[config.mk]
export PLATFORM = sky130hd
export DESIGN_NAME = instr_fetch
export DESIGN_NICKNAME = d
export VERILOG_FILES = /design/src/rtl/instr_fetch.sv
export SDC_FILE = /design/constraint.sdc
export NUM_CORES = 1
export LEC_CHECK = 0
export BUFFER_PORTS_ARGS = -buffer_cell sky130_fd_sc_hd__buf_2
export CORE_MARGIN = 2
export CORE_UTILIZATION = 50
export DETAILED_ROUTE_END_ITERATION = 16
export PLACE_DENSITY = 0.88
export SETUP_SLACK_MARGIN = 0.02
export SLEW_MARGIN = 25
export SYNTH_ARGS = -nofsm -noshare
export SYNTH_HDL_FRONTEND = slang
export SYNTH_SLANG_ARGS = --single-unit
[constraint.sdc]
create_clock -name clk -period 2.5 [get_ports clk]
set_input_delay 0.125 -clock clk [delete_from_list [all_inputs] [get_ports clk]]
set_output_delay 0.125 -clock clk [all_outputs]
set_load 0.005 [all_outputs]
[src/rtl/instr_fetch.sv]
// Instruction fetch stage: a two-state request/hold engine that reads one word from
// instruction memory, presents it downstream, and redirects the PC when the word is accepted.
module instr_fetch #(
  parameter logic [31:0] RESET_PC = 32'h0000_0000,
  parameter int          ADDR_W   = 32
) (
  input  logic              clk,
  input  logic              reset,
  output logic              imem_req,
  output logic [ADDR_W-1:0] imem_addr,
  input  logic              imem_ack,
  input  logic [31:0]       imem_rdata,
  output logic              instr_valid,
  input  logic              instr_ready,
  output logic [31:0]       instr,
  output logic [ADDR_W-1:0] pc_out,
  input  logic              branch_taken,
  input  logic [ADDR_W-1:0] branch_target,
  output logic [31:0]       fetch_count,
  output logic              fsm_state
);

  // Handshakes: the memory transfer happens in a cycle with imem_req=1 and imem_ack=1.
  // The downstream transfer happens in a cycle with instr_valid=1 and instr_ready=1.
  // While a side waits, the other side's request and payload stay stable.

  typedef enum logic {FETCH = 1'b0, HOLD = 1'b1} state_t;

  localparam logic [ADDR_W-1:0] PC_ONE   = {{(ADDR_W-1){1'b0}}, 1'b1};
  localparam logic [ADDR_W-1:0] PC_RESET = RESET_PC[ADDR_W-1:0];

  state_t            state, state_next;
  logic [ADDR_W-1:0] pc_reg;
  logic              capture;
  logic              accept;

  // capture and accept are gated by state, so an ack seen in HOLD is ignored.
  assign capture = (state == FETCH) && imem_ack;
  assign accept  = (state == HOLD) && instr_ready;

  always_ff @(posedge clk) begin
    if (reset) state <= FETCH;
    else       state <= state_next;
  end

  always_comb begin
    state_next = state;
    case (state)
      FETCH:   if (imem_ack)    state_next = HOLD;
      HOLD:    if (instr_ready) state_next = FETCH;
      default: state_next = FETCH;
    endcase
  end

  always_comb begin
    imem_req    = (state == FETCH);
    instr_valid = (state == HOLD);
    imem_addr   = pc_reg;
    fsm_state   = state;
  end

  always_ff @(posedge clk) begin
    if (reset) begin
      pc_reg      <= PC_RESET;
      instr       <= 32'd0;
      pc_out      <= '0;
      fetch_count <= 32'd0;
    end else begin
      if (capture) begin
        instr  <= imem_rdata;
        pc_out <= pc_reg;
      end
      // Branch inputs are looked at only in the acceptance cycle; the increment wraps.
      if (accept) begin
        pc_reg      <= branch_taken ? branch_target : (pc_out + PC_ONE);
        fetch_count <= fetch_count + 32'd1;
      end
    end
  end

endmodule
Word level (Yosys, flattened, before mapping)

Index checks and enable logic that the tools add are counted.

Register bits: 129
Bits in latches: 0
Memory bits (writable): 0
Memory bits (read-only): 0
Output and inout bits: 131
Logic and storage cells: 14
Memories kept: 0

Add/subtract/negate cells: 2
$mul: 0
Divide/modulo/power cells: 0
Order comparisons: 0
Equality and inequality tests: 0
Shift operators: 0
Multiplexer cells: 4
Bitwise gates (word level): 1
Reduce and logical (&&, ||, !) cells: 2

Operators with widths:

| kind                  | count |
|---|---|
| $add 32x1->32 const B | 2 |
| $mux 32               | 1 |
| $logic_and 1x1->1     | 2 |
| $mux 1                | 2 |
| $pmux 1 s2            | 1 |
| $not 1->1             | 1 |

Logic depth before layout (Yosys ltp)

Gate-level depths: netlist of the first run.

Word-level depth: 2
Mapped depth: 8

Worst setup path after synthesis of the first run

Ideal clock, no wire load.

Path type: register to register
Start: register state, in the netlist fsm_state
End: register fetch_count[31]
Setup time: 121 ps
Arrival time: 1765 ps
Data required time: 2379 ps
Setup slack: 614 ps
Stages on the path, launching flop included: 7
Period minus slack after synthesis: 1886 ps
Path through: dfxtp_1 -> buf_2 -> nand4_1 -> or4_1 -> buf_2 -> nor4_1 -> mux2_2

Cells in the longest elaborated chain, start to end: 1

RTL lines:

| item                   | RTL line | RTL |
|---|---|---|
| start, declared        | 32       | `state_t state, state_next;` |
| start signal, assigned | 43       | `else state <= state_next;` |
| $logic_and 1x1->1      | 39       | `assign accept = (state == HOLD) && instr_ready;` |
| end signal, assigned   | 76       | `fetch_count <= fetch_count + 32'd1;` |
| end, declared          | 19       | `output logic [31:0] fetch_count,` |

Every way passes these cells.
A chain may end at the register's enable or synchronous reset.

Worst setup path in the final report of the first run

Start: register fetch_count[5]
End: register fetch_count[25]

Cells in the longest elaborated chain, start to end: 1

RTL lines:

| item          | RTL line |
|---|---|
| $add 32x1->32 | 76 |

Every way passes these cells.

==> results of run 1 <==
==> cells in the mapped netlist, types with 2 or more instances <==
master	count
sky130_fd_sc_hd__o21a_1	7
sky130_fd_sc_hd__and4_1	18
sky130_fd_sc_hd__nand2_1	164
sky130_fd_sc_hd__ha_1	2
sky130_fd_sc_hd__nor4_1	4
sky130_fd_sc_hd__a21oi_1	99
sky130_fd_sc_hd__buf_6	3
sky130_fd_sc_hd__o211a_1	2
sky130_fd_sc_hd__nand4_2	3
sky130_fd_sc_hd__buf_2	7
sky130_fd_sc_hd__or4_1	7
sky130_fd_sc_hd__nor2_1	33
sky130_fd_sc_hd__nand4_1	18
sky130_fd_sc_hd__and2_1	4
sky130_fd_sc_hd__xor2_1	6
sky130_fd_sc_hd__nor2b_1	6
sky130_fd_sc_hd__nand3_1	39
sky130_fd_sc_hd__a31oi_1	6
sky130_fd_sc_hd__a311o_1	2
sky130_fd_sc_hd__a31o_2	2
sky130_fd_sc_hd__nand2b_1	8
sky130_fd_sc_hd__or3_1	18
sky130_fd_sc_hd__o311ai_1	2
sky130_fd_sc_hd__nand3b_1	5
sky130_fd_sc_hd__o211ai_1	15
sky130_fd_sc_hd__clkbuf_1	41
sky130_fd_sc_hd__a211oi_1	4
sky130_fd_sc_hd__inv_1	14
sky130_fd_sc_hd__nor4bb_1	2
sky130_fd_sc_hd__buf_4	2
sky130_fd_sc_hd__buf_1	11
sky130_fd_sc_hd__o311ai_0	5
sky130_fd_sc_hd__o41ai_1	4
sky130_fd_sc_hd__mux2_2	5
sky130_fd_sc_hd__or2_2	5
sky130_fd_sc_hd__o221ai_1	5
sky130_fd_sc_hd__dfxtp_1	129
sky130_fd_sc_hd__o21ai_0	19
sky130_fd_sc_hd__nor3_1	19
sky130_fd_sc_hd__and3_1	15
sky130_fd_sc_hd__xnor2_1	10
==> routing by layer <==
layer | wire length (um) | GRT usage [%] | share of wire, % | vias up
met5 | 0 | 0 | 0 | -
met4 | 845 | 15.7 | 4.3 | 0
met3 | 1690 | 7.38 | 8.5 | 77
met2 | 9290 | 47.7 | 47 | 378
met1 | 7960 | 37.4 | 40 | 3201
li1 | - | - | - | 3242
==> through the flow <==
step | total power, mW | setup WS [ps]
finish | 5.09 | 243
global route | 5.26 | 103
CTS | 5.10 | 276
detailed placement | 2.57 | 308
global placement | 2.56 | 368
floorplan | 2.38 | 614
==> worst reg2reg max path: stages, from the launching register on <==
cell and delay, ps:
sky130_fd_sc_hd__dfxtp_1 440, sky130_fd_sc_hd__nand4_1 170, sky130_fd_sc_hd__or4_1 820, sky130_fd_sc_hd__o311ai_0 520, sky130_fd_sc_hd__o41ai_1 160
==> power breakdown <==
part	internal [mW]	total (mW)	switching, mW
clock	1.62	2.51	0.887
sequential	2.11	2.15	0.0406
combinational	0.189	0.431	0.242
==> sequential cells by signal, summed over array words and instances, names as in the netlist <==
name	cells
pc_out	32
imem_addr	32
fetch_count	32
instr	32
fsm_state	1
==> final timing paths <==
| kind | depth (start not counted) | end | slack, ps |
|---|---|---|---|
| setup / recovery | 4 | fetch_count[25] | 240 |
| hold / removal | 2 | pc_out[23] | 30 |
| setup reg to reg | 4 | fetch_count[25] | 240 |
| hold reg to reg | 2 | instr[10] | 450 |
==> cells by family (layout without fill, tap and decap cells) <==
| kind of cell | count (synthesis) | after routing | synth area share (%) |
|---|---|---|---|
| and+or+nand+nor | 377 | 377 | 30.9 |
| AOI/OAI and AO/OA | 183 | 183 | 18.3 |
| DFF | 129 | 129 | 41.7 |
| buffers and inverters | 78 | 300 | 5.36 |
| xor gates and xnor gates | 16 | 16 | 2.27 |
| muxes | 6 | 6 | 1.07 |
| adders and majority gates | 2 | 2 | 0.404 |
==> repair_timing <==
| action | CTS | global route |
|---|---|---|
| endpoints found under the setup margin | 0 | 0 |
| endpoints found under the hold margin | 35 | 0 |
| resized for setup | 0 | 0 |
| hold buffers | 35 | 0 |
==> final cells by class <==
| cell class | instances | area, um^2 | area share, % |
|---|---|---|---|
| clock inverter | 8 | 100 | 1.21 |
| multi-input combinational | 584 | 3290 | 39.8 |
| tap | 168 | 210 | 2.54 |
| timing repair buffer | 254 | 1520 | 18.4 |
| sequential | 129 | 2580 | 31.2 |
| clock buffer | 24 | 512 | 6.19 |
| inverter | 14 | 52.6 | 0.635 |
==> impl.org, run 1 <==
** Clock network
- Counting along the longest clock path gives a buffer depth of 2.
- Clock-pin slew was measured on the worst setup and hold paths at 60 ps.
- Cts bufs inserted :: 17
- CTS tree :: yes
- Post-CTS Setup Inserts :: 0
- The cell sitting at the root of the clock tree is a sky130_fd_sc_hd__clkbuf_16.
- The clock net in this run drives a total of between 100 and 150 sinks.
- Clock latency reported for the late side of the worst-skew pair :: 410 ps
- H-tree Lvls :: 4

** Floorplan
- Chip height :: around 120 um
- From left edge to right edge, the die measures 115 um.
- For this design the top-level I/O count stands at 200.
- Initial core utilization :: around half
- Number of placement rows :: 40
- After floorplanning, the core was sized to cover 0.0121 mm^2.
- Die Outline Area :: ~0.013 mm^2

** Synthesis
- Avg Cell Area, Syn :: ~8 um^2
- The biggest area contributor in the post-synthesis netlist is sky130_fd_sc_hd__dfxtp_1.
- The most used flip-flop cell after synthesis is sky130_fd_sc_hd__dfxtp_1.
- Ys async rst share :: 0%
- By area the synthesized netlist is led by sky130_fd_sc_hd__dfxtp_1 42%, sky130_fd_sc_hd__nand2_1 10%, sky130_fd_sc_hd__a21oi_1 8.0%, sky130_fd_sc_hd__nand3_1 3.2%, sky130_fd_sc_hd__and4_1 2.5%.
- The synthesized design contains 0 enable-type register cells.
- In this run the biggest area consumer among cell types represents 41.7% of the synthesized area.
- Synth Instances :: 791
- Mapped Nets :: ~860
- Total of flip-flops plus latches after synthesis :: between 100 and 150
- Synthesized cell area :: slightly above 0.006 mm^2
- Ys Warns :: 0
- The number of different library cells used by synthesis comes to 62.
- Share of the yosys chip area belonging to registers :: approximately two fifths

** Setup path
- Element type at the critical path start :: flop
- Tracing the worst setup path back leads to its startpoint at fetch_count[5].
- Highest net fanout along the worst path :: 17
- Worst Setup Path Type :: reg -> reg
- Worst path slowest cell :: sky130_fd_sc_hd__or4_1
- Together, buffers and inverters on the worst path number 0.
- Category of the worst setup path capture point :: flop
- RR Startpoint :: fetch_count[5]
- On the worst path, the slowest cell contributes a delay of between 800 and 900 ps.
- For the worst setup path, the data arrival time is 2530 ps.
- The kind of cell with the highest combined delay along the critical path is simple AND/OR/NAND/NOR gates.
- Data required, critical path :: 2770 ps
- The signal on the critical path passes through nand4_1 > or4_1 > o311ai_0 > o41ai_1.

** Worst hold path
- Worst Hold Class :: in -> reg
- The worst hold path begins at reset.

** Route
- Dividing the detail-routed via count by the number of cells gives around 6.
- For this run, the detailed router's first-pass iteration total came to 5.
- Antenna viol nets, final :: 0
- The detailed router placed 6898 vias in this run.
- For this block, the routed nets add up to roughly 20000 um of wire.
- DRC :: 0
- For this block, the initial DRC count from the detailed router was between 700 and 800.
- Final routed wire length divided by cell count :: ~17 um

** Final layout
- Leading cell type in the layout, fill and taps excluded :: sky130_fd_sc_hd__buf_2
- After routing the design area is 0.00827 mm^2.
- Leaving out fill and tap cells, the most frequent cells in the layout are 198 x sky130_fd_sc_hd__buf_2, 163 x sky130_fd_sc_hd__nand2_1, 129 x sky130_fd_sc_hd__dfxtp_1, 99 x sky130_fd_sc_hd__a21oi_1, 39 x sky130_fd_sc_hd__nand3_1.
- Of the cells placed in the final design, the portion with a size suffix greater than 1 is 27.1%.
- For this run, the share of the core covered by cells in the final layout is between 60% and 70%.
- Final cell count without fillers :: 1181
- The layout has ~960 filler cells.
- Number of diodes :: 0
- Area Growth Syn to Fin :: 33.7%
- For this run, the post-layout net count is about 1100.

** Timing
- The total count of hold-check failures in the final report was 0.
- Setup repair after global routing missed its margin :: false
- Count of endpoints failing setup in the final report :: 0
- Tightest Pin Transition :: between 600 and 700 ps
- Post-route clock skew :: between 8 and 9 ps
- Remaining max-slew budget at the tightest pin :: between 50 and 60%
- The count of pins over their slew limit was 0.
- Highest clock frequency the design can meet :: between 400 and 500 MHz
- After layout, the worst path uses ~90% of the clock period.
- Total Neg Setup Slack :: 0 ps
- Hold slack final :: 30.7 ps
- Time the final worst path needs with I/O delays and setup :: roughly 2300 ps

** Global routing
- Largest net degree at the start of global routing :: 66
- Via count of the first global-routing pass :: around 6400
- Wire length of the first global-routing pass :: around 32000 um
- Number of antenna violations at the first check in global routing :: 0
- Total track usage :: 29.9%
- The total overflow left after global routing is 0.

** Run status
- The run finished with clean final reports.

** Placement
- Standard cell area after detailed placement :: approximately 0.0073 mm^2
- Port buffering added roughly 200 buffers.
- Including well taps, the total number of placed cells is 1114.
- Detailed placement finished with a half-perimeter wire length of approximately 13000 um.
- Routability-driven placement finished with a final weighted congestion of 0.902.

** Power
- The analysis attributes to cell leakage a power of 3.48 nW.
- Power spread over the standard cell area amounts to a little over 600 mW/mm^2.
- VDD sags by at most around 0.48 mV.

** Run
- Max cap viols :: 0
No activity file was read; power rests on OpenSTA's default activity.
==> inputs of run 2 (changes only) <==
--- a/config.mk
+++ b/config.mk
@@ -6,10 +6,10 @@
 export NUM_CORES = 1
 export LEC_CHECK = 0
 export BUFFER_PORTS_ARGS = -buffer_cell sky130_fd_sc_hd__buf_2
-export CORE_MARGIN = 2
 export CORE_UTILIZATION = 50
+export CTS_CLUSTER_SIZE = 24
 export DETAILED_ROUTE_END_ITERATION = 16
-export PLACE_DENSITY = 0.88
+export PLACE_DENSITY_LB_ADDON = 0.1
 export SETUP_SLACK_MARGIN = 0.02
 export SLEW_MARGIN = 25
 export SYNTH_ARGS = -nofsm -noshare
==> impl.org, run 2 (synthesized netlist as in run 1, its figures left out) <==
** Route
- For this block, the initial DRC count from the detailed router was 492.
- Final routed wire length divided by cell count :: 16.5 um
- Using the TritonRoute via totals, the vias-per-cell ratio works out to approximately 5.8.
- The routed layout has slightly below 7000 vias.
- Detailed Routing Iterations Pass 1 :: 5
- Final wirelength :: 19200 um
- In the routed design, unresolved DRC markers number 0.
- The count of nets left with antenna violations once routing finished came out at 0.

** Clock network
- Post-CTS Setup Inserts :: 0
- The clock tree synthesis step divided the H-tree into 4 levels.
- Total of hold buffers inserted after clock tree synthesis :: 34
- Clock-pin slew reported for the worst setup and hold paths after clock tree synthesis :: 60 ps
- Clock sink count :: 129
- CTS tree :: yes
- Number of resized instances in the post-cts repair step :: 0
- The longest clock path from root to sink contains 2 buffers.
- Cts bufs inserted :: 17
- The tree is rooted in a sky130_fd_sc_hd__clkbuf_16.
- The later pin in the worst-skew pair is clocked with a latency of 420 ps.

** Timing
- Share of the cycle needed by the critical path after routing :: approximately 86%
- Highest clock frequency the design can meet :: between 400 and 500 MHz
- Min setup slack post-route :: 346 ps
- Setup violations remaining at the end of the flow were counted as 0.
- Setup total negative slack on the finished layout was measured at 0 ps.
- Post-route clock skew :: about 5.7 ps
- Hold Fails Final Rpt :: 0
- For the pin with the worst max-slew slack, the measured transition is 653 ps.
- Time the final worst path needs with I/O delays and setup :: 2150 ps
- The count of pins over their slew limit is 0.
- Hold slack final :: 16.6 ps
- Remaining max-slew budget at the tightest pin :: approximately 56%
- Setup repair after global routing missed its margin :: false

** Worst hold path
- Worst Hold Class :: in -> reg

** Final layout
- After the flow finishes, the layout carries non-filler instances totaling between 1000 and 1500.
- Count of filler cells inserted in the layout :: between 900 and 1000
- The library cells used most frequently in the layout, excluding fill and tap cells, are 198 x sky130_fd_sc_hd__buf_2, 163 x sky130_fd_sc_hd__nand2_1, 129 x sky130_fd_sc_hd__dfxtp_1, 99 x sky130_fd_sc_hd__a21oi_1, 39 x sky130_fd_sc_hd__nand3_1.
- In the final design database the tool counted between 1000 and 1500 nets.
- Number of diodes :: 0
- Cells fill between 60% and 70% of the core in the end.
- Area Growth Syn to Fin :: 34.2%
- Leaving out fill and tap cells, the most frequent cell in the layout is sky130_fd_sc_hd__buf_2.
- In the final layout, the share of cells above drive strength 1 is approximately 28%.

** Floorplan
- Chip height :: roughly 110 um
- Die width :: roughly 110 um
- 200 I/O pins were placed.
- Placeable core region :: ~0.012 mm^2
- Number of placement rows :: 40
- The initial utilization of the core area, before any placement, comes to 51.5%.
- The die covers between 0.01 and 0.015 mm^2.

** Placement
- Number of placed instances with taps included :: ~1100
- Timing analysis after detailed placement gives a worst setup slack of 362 ps.
- Routability cong. :: between 0.8 and 0.9
- Post-detailed-placement half-perimeter wirelength :: 12900 um
- Count of buffers from port buffering :: between 150 and 200

** Setup path
- The slowest stage of the critical path is the sky130_fd_sc_hd__or4_1 cell.
- For this run, the slowest stage of the critical path takes ~750 ps.
- Highest net fanout along the worst path :: 11
- Ordered cell list for the critical path :: nand4_1 > or4_1 > buf_4 > or3_1 > a21oi_1
- Worst Setup Path Type :: reg -> reg
- Data required, critical path :: ~2900 ps
- The worst setup path is launched from a flop.
- Worst Path Arrival :: about 2500 ps
- Category of the worst setup path capture point :: flop

** Global routing
- The first global-routing pass estimated 31100 um of wire.
- The number of antenna violations at the first check in global routing came to 0.
- Global routing used between 30 and 40% of the available tracks across all layers.
- Via count of the first global-routing pass :: 6317
- Largest net degree at the start of global routing :: 48
- GRT overflow :: 0

** Power
- In this run the power density over the cells is 643 mW/mm^2.
- For this design the static power due to leakage is 3.51 nW.
- IR analysis of the VDD net gives a maximum drop of roughly 0.41 mV.

** Run status
- The flow ran to the end, and the final reports show no timing, DRC or antenna violations.

** Run
- Max cap viols :: 0
run 2: area by class of cell:
cell class | instances | area, um^2 | area share, %
clock buffer | 19 | 453 | 5.46
clock inverter | 13 | 209 | 2.52
inverter | 14 | 52.6 | 0.633
multi-input combinational | 584 | 3290 | 39.6
sequential | 129 | 2580 | 31.1
tap | 147 | 184 | 2.22
timing repair buffer | 257 | 1530 | 18.5
run 2: final timing paths:
path / from / to / slack (ps) / cells past startpoint
max: fetch_count[5] / fetch_count[17] / 350 / 5
min: branch_target[6] / imem_addr[6] / 20 / 3
max reg2reg: fetch_count[5] / fetch_count[17] / 350 / 5
min reg2reg: instr[25] / instr[25] / 450 / 2
run 2: where the power goes:
part / internal [mW] / total [mW] / switching (mW)
logic: 0.187 / 0.427 / 0.241
clock network: 1.82 / 2.76 / 0.943
registers: 2.11 / 2.15 / 0.0392
total: 4.12 / 5.34 / 1.22
run 2: through the flow:
stage          cell area (um^2)  power [mW]
2_1_floorplan              6190        2.38
3_3_place_gp               7300        2.56
3_5_place_dp               7300        2.57
4_1_cts                    8300        5.36
5_1_grt                    8300        5.51
6_report                   8300        5.34
run 2: critical path, delay by kind of cell (launching register included):
kind                   cells  cell delay [ps]
AO/OA/AOI/OAI              1              160
flip-flops                 1              440
buffers and inverters      1              250
AND/OR/NAND/NOR            3             1230
run 2: metal layers:
| metal | up-vias | GRT usage, % | share of wire (%) |
|---|---|---|---|
| met5 | - | 0 | 0 |
| met4 | 0 | 15.2 | 2.7 |
| met3 | 37 | 6.37 | 8.0 |
| met2 | 310 | 48.6 | 46 |
| met1 | 3205 | 39.4 | 43 |
| li1 | 3238 | - | - |
